--- src/rtl/ddr4_cal_config_pkg.sv ---
`default_nettype none
// +----------------------------------------------------------------------------+
// | ddr4_cal_config_pkg : entry layout, opcodes and sequencer state encoding  |
// | rev 1.0                                                                   |
// +----------------------------------------------------------------------------+
package ddr4_cal_config_pkg;

  localparam int BL_W  = 8;
  localparam int OP_W  = 8;
  localparam int ADR_W = 16;

  localparam logic [OP_W-1:0] OP_END = 8'hFF;

  typedef enum logic [1:0] {
    ST_IDLE  = 2'd0,
    ST_FETCH = 2'd1,
    ST_ISSUE = 2'd2,
    ST_DONE  = 2'd3
  } seq_state_e;

  // Field order fixes the bit offsets: burst_len[31:24], op[23:16], addr[15:0].
  typedef struct packed {
    logic [BL_W-1:0]  burst_len;
    logic [OP_W-1:0]  op;
    logic [ADR_W-1:0] addr;
  } cal_entry_t;

  function automatic logic [BL_W-1:0] beats_of(input logic [BL_W-1:0] bl);
    return (bl == '0) ? BL_W'(1) : bl;
  endfunction

endpackage
`default_nettype wire

--- src/rtl/ddr4_cal_config_mem.sv ---
`default_nettype none
// +----------------------------------------------------------------------------+
// | ddr4_cal_config_mem : reset-loaded config array, one write port, two       |
// | registered read-first read ports (random access + sequencer fetch). r1.0  |
// +----------------------------------------------------------------------------+
module ddr4_cal_config_mem #(
  parameter int DATA_WIDTH = 32,
  parameter int ADDR_WIDTH = 6,
  parameter int DEPTH      = 64,
  parameter logic [DEPTH*DATA_WIDTH-1:0] INIT_WORDS = '0
) (
  input  logic                  clk_i,
  input  logic                  rst_n,
  input  logic                  wr_en,
  input  logic [ADDR_WIDTH-1:0] wr_addr,
  input  logic [DATA_WIDTH-1:0] wr_data,
  input  logic [ADDR_WIDTH-1:0] rd_addr,
  output logic [DATA_WIDTH-1:0] rd_data,
  input  logic                  fetch_en,
  input  logic [ADDR_WIDTH-1:0] fetch_addr,
  output logic [DATA_WIDTH-1:0] fetch_data
);

  logic [DATA_WIDTH-1:0] mem_q [DEPTH];
  logic [DATA_WIDTH-1:0] mem_d [DEPTH];
  logic [DATA_WIDTH-1:0] rd_data_q, rd_data_d;
  logic [DATA_WIDTH-1:0] fetch_data_q, fetch_data_d;

  function automatic logic in_range(input logic [ADDR_WIDTH-1:0] a);
    return 32'(a) < $unsigned(DEPTH);
  endfunction

  // Both reads use mem_q, so a same-cycle write is only visible a cycle later.
  always_comb begin
    mem_d = mem_q;
    if (wr_en && in_range(wr_addr)) mem_d[wr_addr] = wr_data;
    rd_data_d = in_range(rd_addr) ? mem_q[rd_addr] : '0;
    fetch_data_d = fetch_data_q;
    if (fetch_en) fetch_data_d = in_range(fetch_addr) ? mem_q[fetch_addr] : '0;
  end

  always_ff @(posedge clk_i or negedge rst_n) begin
    if (!rst_n) begin
      for (int i = 0; i < DEPTH; i++) mem_q[i] <= INIT_WORDS[i*DATA_WIDTH +: DATA_WIDTH];
      rd_data_q    <= '0;
      fetch_data_q <= '0;
    end else begin
      mem_q        <= mem_d;
      rd_data_q    <= rd_data_d;
      fetch_data_q <= fetch_data_d;
    end
  end

  assign rd_data    = rd_data_q;
  assign fetch_data = fetch_data_q;

endmodule
`default_nettype wire

--- src/rtl/ddr4_cal_config_seq.sv ---
`default_nettype none
// +----------------------------------------------------------------------------+
// | ddr4_cal_config_seq : calibration config store with entry-walking beat     |
// | sequencer feeding the cal engine over valid/ready.              rev 1.0   |
// +----------------------------------------------------------------------------+
module ddr4_cal_config_seq
  import ddr4_cal_config_pkg::*;
#(
  parameter int DATA_WIDTH = 32,
  parameter int ADDR_WIDTH = 6,
  parameter int DEPTH      = 64,
  parameter logic [DEPTH*DATA_WIDTH-1:0] INIT_WORDS = '0
) (
  input  logic                  clk_i,
  input  logic                  rst_n,
  input  logic [ADDR_WIDTH-1:0] rd_addr,
  output logic [DATA_WIDTH-1:0] dout_o,
  input  logic                  wr_en,
  input  logic [ADDR_WIDTH-1:0] wr_addr,
  input  logic [DATA_WIDTH-1:0] wr_data,
  input  logic                  start,
  input  logic [ADDR_WIDTH-1:0] start_addr,
  input  logic                  abort,
  output logic                  out_valid,
  input  logic                  out_ready,
  output logic [OP_W-1:0]       out_op,
  output logic [ADR_W-1:0]      out_addr,
  output logic                  out_last,
  output logic                  busy,
  output logic                  done,
  output logic                  err
);

  logic [DATA_WIDTH-1:0] fetch_data;
  logic                  fetch_en;
  logic [ADDR_WIDTH-1:0] fetch_addr;
  cal_entry_t            fetch_entry;

  seq_state_e            state_q, state_d;
  logic [ADDR_WIDTH-1:0] ptr_q, ptr_d;
  logic [BL_W-1:0]       beat_cnt_q, beat_cnt_d;
  logic [BL_W-1:0]       beats_q, beats_d;
  logic                  out_valid_q, out_valid_d;
  logic                  out_last_q, out_last_d;
  logic [OP_W-1:0]       out_op_q, out_op_d;
  logic [ADR_W-1:0]      out_addr_q, out_addr_d;
  logic                  busy_q, busy_d;
  logic                  done_q, done_d;
  logic                  err_q, err_d;
  logic                  ptr_at_end;

  ddr4_cal_config_mem #(
    .DATA_WIDTH (DATA_WIDTH),
    .ADDR_WIDTH (ADDR_WIDTH),
    .DEPTH      (DEPTH),
    .INIT_WORDS (INIT_WORDS)
  ) u_mem (
    .clk_i      (clk_i),
    .rst_n      (rst_n),
    .wr_en      (wr_en),
    .wr_addr    (wr_addr),
    .wr_data    (wr_data),
    .rd_addr    (rd_addr),
    .rd_data    (dout_o),
    .fetch_en   (fetch_en),
    .fetch_addr (fetch_addr),
    .fetch_data (fetch_data)
  );

  assign fetch_entry = cal_entry_t'(fetch_data);
  assign ptr_at_end  = ptr_q >= ADDR_WIDTH'(DEPTH - 1);

  // The entry is snapshotted into the fetch register on the edge that enters
  // FETCH and held until the next entry is requested, so patches to the entry
  // being issued never disturb its in-flight beats.
  always_comb begin
    state_d     = state_q;
    ptr_d       = ptr_q;
    beat_cnt_d  = beat_cnt_q;
    beats_d     = beats_q;
    out_valid_d = out_valid_q;
    out_last_d  = out_last_q;
    out_op_d    = out_op_q;
    out_addr_d  = out_addr_q;
    err_d       = err_q;
    fetch_en    = 1'b0;
    fetch_addr  = ptr_q;

    case (state_q)
      ST_IDLE: begin
        if (start) begin
          state_d    = ST_FETCH;
          ptr_d      = start_addr;
          err_d      = 1'b0;
          fetch_en   = 1'b1;
          fetch_addr = start_addr;
        end
      end
      ST_FETCH: begin
        if (abort) begin
          state_d = ST_IDLE;
        end else if (fetch_entry.op == OP_END) begin
          state_d = ST_DONE;
        end else begin
          state_d     = ST_ISSUE;
          beat_cnt_d  = '0;
          beats_d     = beats_of(fetch_entry.burst_len);
          out_valid_d = 1'b1;
          out_op_d    = fetch_entry.op;
          out_addr_d  = fetch_entry.addr;
          out_last_d  = (fetch_entry.burst_len <= BL_W'(1));
        end
      end
      ST_ISSUE: begin
        if (abort) begin
          state_d     = ST_IDLE;
          out_valid_d = 1'b0;
          out_last_d  = 1'b0;
        end else if (out_ready) begin
          if (out_last_q) begin
            out_valid_d = 1'b0;
            out_last_d  = 1'b0;
            if (ptr_at_end) begin
              state_d = ST_IDLE;
              err_d   = 1'b1;
            end else begin
              state_d    = ST_FETCH;
              ptr_d      = ptr_q + ADDR_WIDTH'(1);
              fetch_en   = 1'b1;
              fetch_addr = ptr_q + ADDR_WIDTH'(1);
            end
          end else begin
            beat_cnt_d = beat_cnt_q + BL_W'(1);
            out_addr_d = out_addr_q + ADR_W'(1);
            out_last_d = (beat_cnt_q + BL_W'(1)) == (beats_q - BL_W'(1));
          end
        end
      end
      ST_DONE: begin
        state_d = ST_IDLE;
      end
      default: begin
        state_d = ST_IDLE;
      end
    endcase

    busy_d = (state_d != ST_IDLE);
    done_d = (state_d == ST_DONE);
  end

  always_ff @(posedge clk_i or negedge rst_n) begin
    if (!rst_n) begin
      state_q     <= ST_IDLE;
      ptr_q       <= '0;
      beat_cnt_q  <= '0;
      beats_q     <= '0;
      out_valid_q <= 1'b0;
      out_last_q  <= 1'b0;
      out_op_q    <= '0;
      out_addr_q  <= '0;
      busy_q      <= 1'b0;
      done_q      <= 1'b0;
      err_q       <= 1'b0;
    end else begin
      state_q     <= state_d;
      ptr_q       <= ptr_d;
      beat_cnt_q  <= beat_cnt_d;
      beats_q     <= beats_d;
      out_valid_q <= out_valid_d;
      out_last_q  <= out_last_d;
      out_op_q    <= out_op_d;
      out_addr_q  <= out_addr_d;
      busy_q      <= busy_d;
      done_q      <= done_d;
      err_q       <= err_d;
    end
  end

  assign out_valid = out_valid_q;
  assign out_last  = out_last_q;
  assign out_op    = out_op_q;
  assign out_addr  = out_addr_q;
  assign busy      = busy_q;
  assign done      = done_q;
  assign err       = err_q;

endmodule
`default_nettype wire

--- config.mk ---
export PLATFORM = sky130hd
export DESIGN_NAME = ddr4_cal_config_seq
export DESIGN_NICKNAME = d
export VERILOG_FILES = /design/src/rtl/ddr4_cal_config_pkg.sv /design/src/rtl/ddr4_cal_config_mem.sv /design/src/rtl/ddr4_cal_config_seq.sv
export SDC_FILE = /design/constraint.sdc
export NUM_CORES = 2
export LEC_CHECK = 0
export BUFFER_PORTS_ARGS = -buffer_cell sky130_fd_sc_hd__clkbuf_2
export CAP_MARGIN = 20
export CELL_PAD_IN_SITES_DETAIL_PLACEMENT = 1
export CELL_PAD_IN_SITES_GLOBAL_PLACEMENT = 2
export CORE_ASPECT_RATIO = 1.75
export CORE_UTILIZATION = 47
export CTS_BUF_LIST = sky130_fd_sc_hd__clkbuf_2
export CTS_CLUSTER_DIAMETER = 80
export DETAILED_ROUTE_END_ITERATION = 12
export MAX_ROUTING_LAYER = met4
export PLACE_DENSITY_LB_ADDON = 0.1
export SKIP_CTS_REPAIR_TIMING = 1
export SYNTH_ARGS = -nofsm -noshare
export SYNTH_HDL_FRONTEND = slang
export SYNTH_SLANG_ARGS = --single-unit
export TNS_END_PERCENT = 10
--- constraint.sdc ---
create_clock -name clk_i -period 3.4 [get_ports clk_i]
set_clock_uncertainty 0.15 [all_clocks]
set_input_delay 0.51 -clock clk_i [delete_from_list [all_inputs] [get_ports clk_i]]
set_output_delay 0.51 -clock clk_i [all_outputs]
set_load 0.02 [all_outputs]
# Word-level counts from Yosys, hierarchy flattened
# Cells that the tools add are included.
# totals
ff_bits	2165
input_bits	56
output_inout_bits	61
wordCells	179
# classes
addsub	4
order_cmp	6
n_eq_ne	16
n_mux	60
bitwise	5
reduce_logical	11
# op_table
cell	count
bitwise mux 2048 bit	1
binary-select mux 32 bit (select 6 bit)	2
demux 32 bit (select 6 bit)	1
2-to-1 mux 32 bit	5
2-to-1 mux 16 bit	5
2-to-1 mux 8 bit	6
one-hot mux 16 bit (2 select lines)	1
2-to-1 mux 6 bit	5
2-to-1 mux 1 bit	22
>= comparator 7 bit (second input constant)	3
NOT 6 -> 7 bit	3
adder 16 x 1 -> 16 bit (second input constant)	1
inequality test 2 bit (second input constant)	8
one-hot mux 8 bit (2 select lines)	1
one-hot mux 6 bit (2 select lines)	1
AND reduction 6 bit	2
2-to-1 mux 2 bit	5
adder 8 x 1 -> 8 bit (second input constant)	1
== test 8 bit	1
== test 8 bit (second input constant)	1
<= comparator 8 x 1 -> 1 bit (second input constant)	1
logical NOT 8 bit	1
one-hot mux 1 bit (2 select lines)	4
one-hot mux 2 bit (4 select lines)	1
14 further kinds	20

# Longest topological paths before layout
# logic_depth
depth_word	10
depth_mapped	14
depth_no_buf	10

# Hierarchy
# A second synthesis with hierarchy kept.
# hier_totals
hier_cells	7836
area_unflattened_um2	113596.4
# by_module_without_submodules
mod	instances	cells_per_inst	area_each_um2
ddr4_cal_config_mem	1	7513	110607.3
ddr4_cal_config_seq	1	323	2989.1

# Least setup slack after synthesis
# OpenSTA, ideal clock, no wires.
# synth_timing
path_type	input to register
from	input port rd_addr[0]
to	register u_mem.rd_data_q[10] (netlist: u_mem.rd_data[10])
arrival_ns	2.989
required_time_ns	3.112
setup_slack_ns	0.122
stages	6
n_path_buf	3
cell_sequence	clkbuf_1 -> clkbuf_1 -> buf_1 -> mux4_2 -> mux4_2 -> mux4_2
# synth_via
elab_chain_len	4
# synth_rtl
element	line	text
start, declared	ddr4_cal_config_seq.sv:16	input logic [ADDR_WIDTH-1:0] rd_addr,
NOT 6 -> 7 bit (implied by the code)	ddr4_cal_config_mem.sv:37	rd_data_d = in_range(rd_addr) ? mem_q[rd_addr] : '0;
binary-select mux 32 bit (select 6 bit)	ddr4_cal_config_mem.sv:37	
2-to-1 mux 32 bit (implied by the code) (2 in series)	ddr4_cal_config_mem.sv:37	
net u_mem.rd_data_d[10]	ddr4_cal_config_mem.sv:26	logic [DATA_WIDTH-1:0] rd_data_q, rd_data_d;
end signal, assigned	ddr4_cal_config_mem.sv:49	rd_data_q <= rd_data_d;
end, declared	ddr4_cal_config_mem.sv:26	
# The timed path passes the listed nets, and every way through them passes these cells. The select of a mux whose other input is x is not followed.
# A chain may end at the register's enable or synchronous reset.

# Worst setup path in the final report
# layout_timing
from	register state_q[1]
to	register u_mem.fetch_data_q[31] (netlist: u_mem.fetch_data[31])
# layout_via
elab_chain_len	6
word_cells_on_any_way	8
# layout_rtl
element	line	text
start, declared	ddr4_cal_config_seq.sv:39	seq_state_e state_q, state_d;
start signal, assigned	ddr4_cal_config_seq.sv:165	state_q <= state_d;
== test 2 bit or logical NOT 2 bit (tied branches)	ddr4_cal_config_seq.sv:89	case (state_q)
one-hot mux 6 bit (2 select lines)	ddr4_cal_config_seq.sv:89	
NOT 6 -> 7 bit (implied by the code)	ddr4_cal_config_mem.sv:39	if (fetch_en) fetch_data_d = in_range(fetch_addr) ? mem_q[fetch_addr] : '0;
binary-select mux 32 bit (select 6 bit)	ddr4_cal_config_mem.sv:39	
2-to-1 mux 32 bit (implied by the code) (2 in series)	ddr4_cal_config_mem.sv:39	
end signal, assigned	ddr4_cal_config_mem.sv:50	fetch_data_q <= fetch_data_d;
end, declared	ddr4_cal_config_mem.sv:27	logic [DATA_WIDTH-1:0] fetch_data_q, fetch_data_d;
# Parallel ways exist; a longest one is shown, timed or not. The select of a mux whose other input is x is not followed.

==> impl_metrics.py <==
metrics = {
    "run_status": {
        "status": "finished, violations left",
        "violations": "negative setup slack",
    },
    "worst_setup_path": {
        "rr_worst_depth": 15,
        "r2r-start": "state_q[1]",
        "cp-end-kind": "register",
        "required_ns": 4.82,
        "startpoint_type": "register",
        "critical_path_class": "register to register",
        "worstPathMaxFanout": 9,
        "r2r-end": "u_mem.fetch_data[31]",
        "crit_arrival_ns": 5.11,
        "r2r_slack_ns": -0.30,
    },
    "yosys": {
        "synthTopCellsByArea": "dfrtp_1, mux2_2, mux4_2",
        "synthMostInstantiatedCell": "dfrtp_1",
        "ys_types": 59,
        "yosys_register_bits": 2165,
        "async_flop_share": 1.000,
        "synthesis.area_mm2": 0.1153,
        "synth_edf_count": 0,
        "syn_area_per_cell_um2": 12.23,
        "synth_top_area_cell": "dfrtp_1",
        "yosys_warnings": 0,
        "synth_top_area_share": 0.4698,
        "synthFlopType": "dfrtp_1",
        "synth-seq-area-share": 0.4698,
        "syn-num-nets": 9488,
        "syn_inst": 9428,
        "ys_top_cells_by_count": "dfrtp_1, mux2_2, nand2_1, nand3_1, mux4_2",
    },
    "die": {
        "core_area_mm2": 0.2441,
        "start_util": 0.4723,
        "die_y_um": 657.3,
        "dieArea_mm2": 0.2474,
        "rows": 240,
        "die_w_um": 376.4,
        "io_pins": 117,
    },
    "grt": {
        "grt_pass1_vias": 95560,
        "grt_max_degree": 91,
        "grt_pass1_wl_um": 701800,
        "grt_use_total": 0.4078,
        "grt_overflow": 0,
        "antenna_found_initial": 25,
    },
    "final_layout": {
        "nFillCells": 24970,
        "final_nets": 10220,
        "drive_gt1_frac": 0.4504,
        "utilization": 0.5490,
        "area_delta_synth_final_pct": 16.22,
        "stdcell_count": 13820,
    },
    "clocking": {
        "clk_latency_ns": 1.72,
        "clkTransAtPathRegs_ns": 0.11,
        "numClockSinks": 2165,
        "cts_tree": "done",
        "clock_path_buffers": 4,
        "htreeDepth": 6,
        "numCtsBuffers": 546,
        "root_buffer": "clkbuf_2",
    },
    "power": {
        "intPower_w": 0.04987,
        "switching_share": 0.4004,
        "clockPowerShare": 0.219,
        "p_per_area_mw_per_mm2": 620.6,
        "p_comb_frac": 0.386,
        "leakage_nw": 61.41,
        "max-vdd-ir-drop_mv": 0.3982,
        "power_w": 0.08317,
        "seqPwrFrac": 0.395,
        "p_sw_w": 0.03330,
    },
    "sta": {
        "hold_ws_ns": 0.08374,
        "rsz0062_at_grt": "true",
        "slew_headroom": 0.2530,
        "layout_setup_ws_ns": -0.2959,
        "timing.final.max_slew_violations": 0,
        "worst_pin_slew_ns": 1.112,
        "setup_violations": 32,
        "period_needed_ns": 3.696,
        "setup_tns_ns": -5.654,
        "post-route-period-util": 1.087,
        "hold_viol": 0,
        "fmax_mhz": 270.6,
    },
    "min_path": {
        "hp-start": "wr_data[19]",
        "hold_depth": 3,
        "whs_endpoint": "u_mem.mem_q[1427]",
        "hp-class": "input port to register",
    },
    "placement": {
        "dp_cells": 12680,
        "port_buffers": 116,
        "hpwl_um": 321800,
        "gp_congestion": 0.9121,
    },
    "routing": {
        "route.vias.total": 90630,
        "wire_per_inst_um": 36.07,
        "detail_route.vias_per_cell": 6.559,
        "dr.pass1.iters": 5,
        "routed_wirelength_um": 498400,
        "drc": 0,
        "dr.first_iter.drc_count": 7927,
        "ant_nets": 0,
    },
    "run": {
        "drv_cap": 0,
    },
}
critical path, cell delays in order, from the launching register on:
cell       delay, ns
dfrtp_1         0.43
buf_6           0.15
or3_4           0.39
o211ai_4        0.11
a211o_4         0.31
clkinv_16       0.15
buf_16          0.19
clkbuf_16       0.19
buf_12          0.14
buf_4           0.15
nand2_1         0.07
a21oi_1         0.06
nor4_1          0.38
buf_4           0.19
a31oi_1         0.18
a2111o_1        0.33
through the flow:
step	instance area (µm²)	setup slack [ns]
floorplan	115300	0.1223
global placement	125900	-0.7005
detailed placement	126100	-0.7114
CTS	130700	-0.6596
global route	134000	-0.3144
finish	134000	-0.2959
logic make-up after synthesis:
family                     count (synthesis)  synth area share
adders and majority gates                  4         0.0004340
DFF                                     2165            0.4698
and+or+nand+nor                         2587           0.09672
buffers and inverters                    996           0.03687
muxes                                   3016            0.3567
xor gates and xnor gates                  21          0.001595
AOI/OAI and AO/OA                        639           0.03782
final cells by class:
class / count / area [µm²] / share of cell area
diodes: 27 / 67.56 / 0.0005041
clock buffers: 767 / 3839 / 0.02864
clock inverters: 148 / 838.3 / 0.006255
inverters: 44 / 217.7 / 0.001624
multi-input cells: 6267 / 58120 / 0.4337
flip-flops and latches: 2165 / 54180 / 0.4043
well taps: 3267 / 4088 / 0.03050
repair buffers: 1132 / 12640 / 0.09434
repair inverters: 1 / 30.03 / 0.0002241
cell usage in the layout, fill, tap and decap left out, types with 13 or more instances in the layout:
cell type,instances
clkinv_2,13
nand2_1,1542
nor4_1,29
nor3_1,39
mux2_2,2050
a2111oi_0,32
inv_1,39
nand3_1,747
mux2i_1,288
a31oi_1,65
a2111o_1,32
nand2_4,32
clkbuf_2,877
buf_4,566
a21oi_1,217
nor2_4,31
o21ai_0,26
clkinv_1,106
a211oi_1,35
a311oi_1,32
o221ai_1,29
nor2_1,23
and2_1,35
buf_16,15
nor4_2,35
diode_2,27
dlygate4sd3_1,112
a41oi_1,22
inv_2,21
a32oi_1,32
o22ai_1,68
xnor2_1,15
buf_12,278
dfrtp_1,2164
mux4_2,670
buf_6,32
sequential cells by signal, summed over array words and instances (netlist names):
| name | count |
|---|---|
| u_mem.rd_data | 32 |
| busy | 1 |
| err | 1 |
| out_valid | 1 |
| out_last | 1 |
| ptr_q | 6 |
| out_op | 8 |
| state_q | 2 |
| u_mem.fetch_data | 32 |
| beats_q | 8 |
| done | 1 |
| u_mem.mem_q | 2048 |
| out_addr | 16 |
| beat_cnt_q | 8 |
metal layers:
metal | wire [µm] | up-vias | global-route usage
met4 | 48180 | 0 | 0.3269
met1 | 175600 | 48190 | 0.4618
met2 | 240300 | 4284 | 0.6375
li1 | - | 36350 | -
met3 | 34190 | 1804 | 0.06974
met5 | 0 | - | -
power groups by stage:
stage / Clock (W) / Combinational, W / Sequential [W]
5_1_grt: 0.0197 / 0.0334 / 0.0332
2_1_floorplan: 0 / 0.0162 / 0.0321
4_1_cts: 0.0186 / 0.0296 / 0.0327
3_5_place_dp: 0 / 0.0295 / 0.0332
6_report: 0.0182 / 0.0321 / 0.0329
3_3_place_gp: 0 / 0.0289 / 0.0329
worst max-delay path by stage:
stage	start	endpoint	slack [ns]	depth (start not counted)
2_1_floorplan	rd_addr[0]	u_mem.rd_data[10]	0.12	6
3_3_place_gp	abort	u_mem.fetch_data[4]	-0.70	13
3_5_place_dp	abort	u_mem.fetch_data[4]	-0.71	12
4_1_cts	ptr_q[0]	u_mem.fetch_data[4]	-0.66	12
5_1_grt	ptr_q[0]	u_mem.fetch_data[4]	-0.31	14
6_report	state_q[1]	u_mem.fetch_data[31]	-0.30	15
Note: power is estimated with default switching activity, not from simulation.
